<file path="config.mk">
export PLATFORM = sky130hd
export DESIGN_NAME = multicycle_controller
export DESIGN_NICKNAME = d
export VERILOG_FILES = /design/src/rtl/multicycle_controller_pkg.sv /design/src/rtl/multicycle_controller_alu_decoder.sv /design/src/rtl/multicycle_controller.sv
export SDC_FILE = /design/constraint.sdc
export NUM_CORES = 1
export LEC_CHECK = 0
export BUFFER_PORTS_ARGS = -buffer_cell sky130_fd_sc_hd__clkbuf_2
export CAP_MARGIN = 5
export CORE_UTILIZATION = 46
export CTS_BUF_LIST = sky130_fd_sc_hd__clkbuf_2 sky130_fd_sc_hd__clkbuf_4 sky130_fd_sc_hd__clkbuf_8
export DETAILED_ROUTE_END_ITERATION = 8
export GPL_TIMING_DRIVEN = 0
export PLACE_DENSITY = 0.78
export SYNTH_ARGS = -nofsm -noshare
export SYNTH_HDL_FRONTEND = slang
export SYNTH_SLANG_ARGS = --single-unit
</file>
<file path="constraint.sdc">
create_clock -name clk -period 2.3 [get_ports clk]
set_clock_uncertainty 0.2 [all_clocks]
set_input_delay 0.46 -clock clk [delete_from_list [all_inputs] [get_ports clk]]
set_output_delay 0.46 -clock clk [all_outputs]
set_load 0.01 [all_outputs]
</file>
<file path="src/rtl/multicycle_controller_pkg.sv">
// Shared encodings for the multicycle RV32I control path: FSM states, opcodes,
// and the select/operation codes driven onto the datapath.
package multicycle_controller_pkg;

  typedef enum logic [3:0] {
    S_FETCH    = 4'd0,
    S_DECODE   = 4'd1,
    S_MEMADR   = 4'd2,
    S_MEMREAD  = 4'd3,
    S_MEMWB    = 4'd4,
    S_MEMWRITE = 4'd5,
    S_EXECR    = 4'd6,
    S_EXECI    = 4'd7,
    S_ALUWB    = 4'd8,
    S_BEQ      = 4'd9,
    S_JAL      = 4'd10,
    S_HALT     = 4'd11
  } state_e;

  localparam logic [6:0] OP_LW    = 7'b0000011;
  localparam logic [6:0] OP_SW    = 7'b0100011;
  localparam logic [6:0] OP_RTYPE = 7'b0110011;
  localparam logic [6:0] OP_ITYPE = 7'b0010011;
  localparam logic [6:0] OP_BEQ   = 7'b1100011;
  localparam logic [6:0] OP_JAL   = 7'b1101111;

  localparam logic [1:0] IMM_I = 2'b00;
  localparam logic [1:0] IMM_S = 2'b01;
  localparam logic [1:0] IMM_B = 2'b10;
  localparam logic [1:0] IMM_J = 2'b11;

  localparam logic [2:0] ALU_ADD = 3'b000;
  localparam logic [2:0] ALU_SUB = 3'b001;
  localparam logic [2:0] ALU_AND = 3'b010;
  localparam logic [2:0] ALU_OR  = 3'b011;
  localparam logic [2:0] ALU_SLT = 3'b101;

  localparam logic [1:0] ALUOP_ADD   = 2'b00;
  localparam logic [1:0] ALUOP_SUB   = 2'b01;
  localparam logic [1:0] ALUOP_FUNCT = 2'b10;

  localparam logic [1:0] SRCA_PC    = 2'b00;
  localparam logic [1:0] SRCA_OLDPC = 2'b01;
  localparam logic [1:0] SRCA_RS1   = 2'b10;

  localparam logic [1:0] SRCB_RS2  = 2'b00;
  localparam logic [1:0] SRCB_IMM  = 2'b01;
  localparam logic [1:0] SRCB_FOUR = 2'b10;

  localparam logic [1:0] RES_ALUOUT = 2'b00;
  localparam logic [1:0] RES_DATA   = 2'b01;
  localparam logic [1:0] RES_ALU    = 2'b10;

endpackage

</file>
<file path="src/rtl/multicycle_controller_alu_decoder.sv">
// ALU operation decode from the FSM's aluop and the instruction funct fields;
// shared with the single-cycle datapath.
module alu_decoder
  import multicycle_controller_pkg::*;
(
  input  logic [1:0] aluop,
  input  logic [2:0] funct3,
  input  logic       funct7b5,
  input  logic       op5,
  output logic [2:0] alucontrol
);

  always_comb begin
    alucontrol = ALU_ADD;
    case (aluop)
      ALUOP_ADD: alucontrol = ALU_ADD;
      ALUOP_SUB: alucontrol = ALU_SUB;
      default: begin
        case (funct3)
          // op5 separates R-type from addi, which never subtracts
          3'b000:  alucontrol = (op5 & funct7b5) ? ALU_SUB : ALU_ADD;
          3'b010:  alucontrol = ALU_SLT;
          3'b110:  alucontrol = ALU_OR;
          3'b111:  alucontrol = ALU_AND;
          default: alucontrol = ALU_ADD;
        endcase
      end
    endcase
  end

endmodule

</file>
<file path="src/rtl/multicycle_controller.sv">
// Moore control FSM sequencing the shared ALU/immediate datapath of the
// multicycle RV32I core.
//
// state    | meaning
// FETCH    | read instruction, PC <= PC+4
// DECODE   | decode opcode, precompute branch target
// MEMADR   | rs1 + imm load/store address
// MEMREAD  | read data memory
// MEMWB    | write load data to rd
// MEMWRITE | write rs2 to data memory
// EXECR    | register-register ALU op
// EXECI    | register-immediate ALU op
// ALUWB    | write ALU result to rd
// BEQ      | compare, branch on zero
// JAL      | link value, PC <= target
// HALT     | stopped on illegal opcode
module multicycle_controller
  import multicycle_controller_pkg::*;
#(
  parameter bit ILLEGAL_HALT = 1'b1
) (
  input  logic       clk,
  input  logic       reset,
  input  logic [6:0] op,
  input  logic [2:0] funct3,
  input  logic       funct7b5,
  input  logic       zero,
  output logic [1:0] immsrc,
  output logic [1:0] alusrca,
  output logic [1:0] alusrcb,
  output logic [2:0] alucontrol,
  output logic [1:0] resultsrc,
  output logic       adrsrc,
  output logic       irwrite,
  output logic       pcwrite,
  output logic       regwrite,
  output logic       memwrite,
  output logic       halted
);

  state_e     state_q, state_d, out_state;
  logic [1:0] aluop;
  logic       ir_en, reg_en, mem_en, pcupdate, branch;

  always_ff @(posedge clk) begin
    if (reset) state_q <= S_FETCH;
    else       state_q <= state_d;
  end

  always_comb begin
    state_d = state_q;
    case (state_q)
      S_FETCH:  state_d = S_DECODE;
      S_DECODE: begin
        case (op)
          OP_LW, OP_SW: state_d = S_MEMADR;
          OP_RTYPE:     state_d = S_EXECR;
          OP_ITYPE:     state_d = S_EXECI;
          OP_BEQ:       state_d = S_BEQ;
          OP_JAL:       state_d = S_JAL;
          default:      state_d = ILLEGAL_HALT ? S_HALT : S_FETCH;
        endcase
      end
      S_MEMADR:   state_d = (op == OP_LW) ? S_MEMREAD : S_MEMWRITE;
      S_MEMREAD:  state_d = S_MEMWB;
      S_MEMWB:    state_d = S_FETCH;
      S_MEMWRITE: state_d = S_FETCH;
      S_EXECR:    state_d = S_ALUWB;
      S_EXECI:    state_d = S_ALUWB;
      S_ALUWB:    state_d = S_FETCH;
      S_BEQ:      state_d = S_FETCH;
      S_JAL:      state_d = S_ALUWB;
      S_HALT:     state_d = S_HALT;
      default:    state_d = S_FETCH;
    endcase
  end

  // During reset the datapath sees FETCH selects so it settles before release
  always_comb begin
    out_state = reset ? S_FETCH : state_q;
    immsrc    = IMM_I;
    alusrca   = SRCA_PC;
    alusrcb   = SRCB_RS2;
    resultsrc = RES_ALUOUT;
    adrsrc    = 1'b0;
    aluop     = ALUOP_ADD;
    ir_en     = 1'b0;
    reg_en    = 1'b0;
    mem_en    = 1'b0;
    pcupdate  = 1'b0;
    branch    = 1'b0;
    case (out_state)
      S_FETCH: begin
        alusrcb   = SRCB_FOUR;
        resultsrc = RES_ALU;
        ir_en     = 1'b1;
        pcupdate  = 1'b1;
      end
      S_DECODE: begin
        alusrca = SRCA_OLDPC;
        alusrcb = SRCB_IMM;
        immsrc  = IMM_B;
      end
      S_MEMADR: begin
        alusrca = SRCA_RS1;
        alusrcb = SRCB_IMM;
        immsrc  = op[5] ? IMM_S : IMM_I;
      end
      S_MEMREAD:  adrsrc = 1'b1;
      S_MEMWB: begin
        resultsrc = RES_DATA;
        reg_en    = 1'b1;
      end
      S_MEMWRITE: begin
        adrsrc = 1'b1;
        mem_en = 1'b1;
      end
      S_EXECR: begin
        alusrca = SRCA_RS1;
        aluop   = ALUOP_FUNCT;
      end
      S_EXECI: begin
        alusrca = SRCA_RS1;
        alusrcb = SRCB_IMM;
        aluop   = ALUOP_FUNCT;
      end
      S_ALUWB:    reg_en = 1'b1;
      S_BEQ: begin
        alusrca = SRCA_RS1;
        aluop   = ALUOP_SUB;
        branch  = 1'b1;
      end
      S_JAL: begin
        alusrca  = SRCA_OLDPC;
        alusrcb  = SRCB_FOUR;
        pcupdate = 1'b1;
      end
      default: ;
    endcase
  end

  alu_decoder u_alu_decoder (
    .aluop      (aluop),
    .funct3     (funct3),
    .funct7b5   (funct7b5),
    .op5        (op[5]),
    .alucontrol (alucontrol)
  );

  assign irwrite  = ir_en  & ~reset;
  assign regwrite = reg_en & ~reset;
  assign memwrite = mem_en & ~reset;
  assign pcwrite  = (pcupdate | (branch & zero)) & ~reset;
  assign halted   = (out_state == S_HALT);

endmodule

</file>
==> metrics.txt, run 1 <==
DPL Wire Length=1240 um; Mapped Nets=101; First DRT Iteration DRCs=17; Synth cell types=40; mux share of post-synthesis cell area=0.01660; combinational family with the most area after synthesis=simple AND/OR/NAND/NOR gates; drt via density=5.617; share of cells above drive strength 1=0.3529; grt met3 use=0.03488; Avg WL per Cell=11.98 um; Top reg by flops=state_q; CP delay by family, top=simple AND/OR/NAND/NOR gates; CP startpoint kind=register; slowest library cell on the worst path=or4b_1; number of flops mapped to enable cells by yosys=0; Slew Limit Fails=0; site row count=12; PwrDens=392.1 nW/um^2; max_cap viols=0; clock-pin slew on the worst setup and hold paths=40 ps; Arr. time, crit path=1610 ps; I/O Buffers=29; post-synthesis compound-gate area fraction=0.2407; Max rail drop VDD=0.3738 mV; TritonCTS clock tree=done; vias in the first global route=636; antenna violations before repair=0; met2 usage=0.4449; max reg flops=4; Congestion Overflow GR=0; Synth Instances=87; global-route wire length before repair=2615 um; H-Tree Depth=1; worst-margin pin slew=440.5 ps; crit end category=output port; first drt pass iteration count=4; unrepaired setup endpoints after global routing=true; Tmin final=2271 ps; core area=1156 um^2; final hold vios=0; fin crit share=0.9874; Regs by FF count=state_q: 4 flops; die area=1460 um^2; Area after DPL=765.7 um^2; Seq cells post-synth=4; sequential cell area fraction in the yosys report=0.1328; worst skew pair latency=240 ps; via count=747; share of the synthesized area in the top cell type=0.1328; fin util=0.6861; worst-path fanout max=8; CP peak stage delay=480 ps; nets@finish=135; CTS Root Cell=clkbuf_4; Die Ht=38.21 um; Final WS setup=29.07 ps; Sink Count=4; Crit Path Class=reg2out; area share of fa/ha/maj cells after synthesis=0; Inst Count DP=130; worst path bufs/invs=2; Avg Inst Size Synth=6.932 um^2; status=finished clean; GRT met1 Usage=0.3099; setup bufs post-CTS=0; synth cell count leaders=a21oi_1, nor2_1, nor3_1; gr busiest metal=met2; final WL=1594 um; Tot Pwr=0.0003110 W; die width=38.21 um; IO Pins=31; Yosys top cell by area=dfxtp_1; synth top area cells=dfxtp_1, a21oi_1, xor2_1, nor3_1, nor2_1; cts bufs inserted=3; Crit path required time=1640 ps; Max Clk Rate=440.3 MHz; Post-Syn Area=603.1 um^2; yosys warns=0; area grow syn2layout=31.54%; Synth async-reset ratio=0; gp weighted congestion=0.8234; DRC viols=0; Simple-Gate Fraction of Synth Area=0.4336; xor and xnor fraction of the mapped netlist area=0.08714; # diodes=0; largest net degree at the start of global routing=11; Finished Cell Area=793.3 um^2; Overall Global Routing Usage=0.2488; deepest clock path buffer count=2; crit-path cells=buf_6 > nand2b_1 > or4b_1 > a21oi_1 > buf_2; Worst Hold Class=in2reg; most common cell in the synthesized netlist=a21oi_1; Finished Layout Cells=133; ANT nets after route=0; final setup violation count=0; initial core utilization=0.5216; Place WS=158.5 ps; Lkg Pwr=0.3623 nW; slew margin rel.=0.7063; top_reg_cell synth=dfxtp_1
-- layout by cell type (no fill, tap or decap), drive strengths merged, types with 2 or more instances in the layout --
master,synthesis,final
a21oi,9,9
and2,2,2
buf,7,6
clkbuf,1,34
dfxtp,4,4
inv,3,3
nand2,5,5
nand2b,4,4
nand3,3,3
nand4,2,2
nor2,8,8
nor3,6,6
nor4b,2,2
o21ai,4,4
o22ai,2,2
xnor2,2,2
xor2,4,4
-- final timing paths --
kind | depth (start not counted) | slack, ps | start | end
worst min register to register | 3 | 440 | state_q[0] | state_q[3]
worst min-delay path | 3 | 370 | op[4] | state_q[2]
worst max-delay path | 5 | 30 | state_q[3] | alucontrol[0]
worst max register to register | 4 | 640 | state_q[1] | state_q[1]
-- metrics by stage --
step | hold WS, ps | setup TNS [ps]
floorplan | 384.2 | 0
global placement | 429.4 | 0
detailed placement | 431.4 | 0
CTS | 365.3 | 0
global route | 381.0 | -85.75
finish | 368.8 | 0
-- metal layers --
metal | wire length [um] | share of wire | vias up
li1 | - | - | 388
met1 | 737 | 0.46 | 331
met2 | 764 | 0.48 | 26
met3 | 81 | 0.051 | 2
met4 | 11 | 0.0069 | 0
met5 | 0 | 0 | -
-- power by group --
part	leakage, nW	switching [W]	internal [W]
Combinational	0.316	0.0000800	0.0000618
Sequential	0.0328	0.00000313	0.0000742
Clock	0.0138	0.0000333	0.0000587
Total	0.362	0.000116	0.000195
-- kinds of logic (layout without fill, tap and decap cells) --
logic type      count (synthesis)  in the layout
simple gates                   43             43
mux                             1              1
compound gates                 22             22
buf+inv                        11             43
flops                           4              4
xor+xnor                        6              6
-- worst register-to-register path, stage by stage (launching register included) --
cell	delay [ps]
dfxtp_1	390
buf_2	250
nor3b_1	290
a21oi_1	90
a2111oi_2	330
-- layout make-up --
class	count	area, um^2
clock buffers	3	22.52
repair buffers	29	145.1
plain buffers	8	47.55
fillers	109	362.8
well taps	14	17.52
flip-flops and latches	4	80.08
multi-input cells	72	469.2
inverters	3	11.26
-- timing repair --
action / CTS / global route
hold buffers: 0 / 0
gates resized for setup: 0 / 5
setup endpoints to repair: 0 / 13
No activity file was read; power rests on OpenSTA's default activity.
==> inputs of run 2 (changes only) <==
--- a/config.mk
+++ b/config.mk
@@ -5,13 +5,15 @@
 export SDC_FILE = /design/constraint.sdc
 export NUM_CORES = 1
 export LEC_CHECK = 0
-export BUFFER_PORTS_ARGS = -buffer_cell sky130_fd_sc_hd__clkbuf_2
 export CAP_MARGIN = 5
-export CORE_UTILIZATION = 46
+export CORE_AREA = 2 2 39 41
 export CTS_BUF_LIST = sky130_fd_sc_hd__clkbuf_2 sky130_fd_sc_hd__clkbuf_4 sky130_fd_sc_hd__clkbuf_8
 export DETAILED_ROUTE_END_ITERATION = 8
+export DIE_AREA = 0 0 41 43
+export DONT_BUFFER_PORTS = 1
 export GPL_TIMING_DRIVEN = 0
-export PLACE_DENSITY = 0.78
+export MAX_ROUTING_LAYER = met4
+export PLACE_DENSITY = 0.57
 export SYNTH_ARGS = -nofsm -noshare
 export SYNTH_HDL_FRONTEND = slang
 export SYNTH_SLANG_ARGS = --single-unit
==> run 2 against run 1 <==
Compared with the run above:
- register-to-register slack worse by 20 ps
- critical path depth decreased by 1
- fmax is 3.0% higher
- final area fell by 15%
==> metrics.txt, run 2 (synthesis results as in run 1) <==
deepest clock path buffer count=2; Crit path required time=1640 ps; status=finished clean; slew margin rel.=0.6232; Worst Hold Class=in2reg; cts bufs inserted=3; crit-path cells=buf_6 > nand2b_1 > or4b_1 > a21oi_2; CP startpoint kind=register; nets@finish=106; worst-path fanout max=8; slowest library cell on the worst path=or4b_1; TritonCTS clock tree=done; Place WS=204.3 ps; Sink Count=4; Finished Layout Cells=106; H-Tree Depth=1; CTS Root Cell=clkbuf_4; clock-pin slew on the worst setup and hold paths=40 ps; antenna violations before repair=0; DPL Wire Length=1171 um; fin crit share=0.9583; Overall Global Routing Usage=0.1996; final hold vios=0; first drt pass iteration count=4; Regs by FF count=state_q: 4 flops; global-route wire length before repair=2401 um; PwrDens=419.2 nW/um^2; Inst Count DP=103; setup bufs post-CTS=0; share of cells above drive strength 1=0.2000; final setup violation count=0; vias in the first global route=565; # diodes=0; max reg flops=4; First DRT Iteration DRCs=10; Die Ht=43 um; most frequent cells in the layout=a21oi_1, nor2_1, nand2_1, nor3_1; I/O Buffers=0; gp weighted congestion=0.7977; Avg WL per Cell=14.41 um; IO Pins=31; crit end category=output port; CP peak stage delay=500 ps; Top reg by flops=state_q; Tmin final=2204 ps; drt via density=6.075; core area=1384 um^2; DRC viols=0; CTS resizes=0; Arr. time, crit path=1540 ps; largest net degree at the start of global routing=11; site row count=14; ANT nets after route=0; most common cell after layout, fill and taps aside=a21oi_1; Congestion Overflow GR=0; Lkg Pwr=0.2374 nW; die width=41 um; worst skew pair latency=230 ps; max_cap viols=0; via count=644; Slew Limit Fails=0; final WL=1527 um; Hold Slack=247.3 ps; Crit Path Class=reg2out; Final WS setup=95.92 ps; cts hold-fix bufs=0; worst-margin pin slew=557.9 ps; initial core utilization=0.4358; unrepaired setup endpoints after global routing=false; Fin Setup TNS=0 ps; area grow syn2layout=11.20%; setup slack, reg-to-reg=620 ps; Max rail drop VDD=0.2480 mV; die area=1763 um^2; Max Clk Rate=453.7 MHz
run 2: worst max-delay path: cells and delay by family, from the launching register on:
kind,cells,cell delay [ps]
AOI/OAI and AO/OA,1,190
and+or+nand+nor,2,690
DFF,1,300
buffers and inverters,1,130
run 2: worst paths after layout:
| path | from | endpoint | cells after the start |
|---|---|---|---|
| max reg2reg | state_q[3] | state_q[1] | 5 |
| max | state_q[3] | alucontrol[0] | 4 |
| min reg2reg | state_q[0] | state_q[3] | 3 |
| min | op[4] | state_q[2] | 2 |
run 2: metal layers:
layer	GRT usage	up-vias	routed length, um
li1	-	326	-
met1	0.2540	291	693
met2	0.2906	27	706
met3	0.09948	0	127
met4	0.02000	0	0
met5	-	-	0
run 2: through the flow:
step / utilization / power (W) / instance area, um^2
2_1_floorplan: - / 0.0001738 / 603.1
3_3_place_gp: 0.4503 / 0.0001899 / 623.1
3_5_place_dp: 0.4503 / 0.0001913 / 623.1
4_1_cts: 0.4665 / 0.0002828 / 645.6
5_1_grt: 0.4846 / 0.0003099 / 670.6
6_report: 0.4846 / 0.0002811 / 670.6
run 2: cell type report:
cell class | count | area (um^2)
Buffer | 8 | 47.55
Clock buffer | 3 | 22.52
Fill cell | 146 | 713.2
Inverter | 3 | 11.26
Multi-Input combinational cell | 72 | 489.2
Sequential cell | 4 | 80.08
Tap cell | 16 | 20.02
run 2: power by group:
| group | switching, W | leakage [nW] | internal [W] | total [W] |
|---|---|---|---|---|
| clock | 0.0000281 | 0.0138 | 0.0000583 | 0.0000864 |
| sequential | 0.00000286 | 0.0328 | 0.0000743 | 0.0000771 |
| combinational | 0.0000711 | 0.191 | 0.0000465 | 0.000118 |
| total | 0.000102 | 0.237 | 0.000179 | 0.000281 |
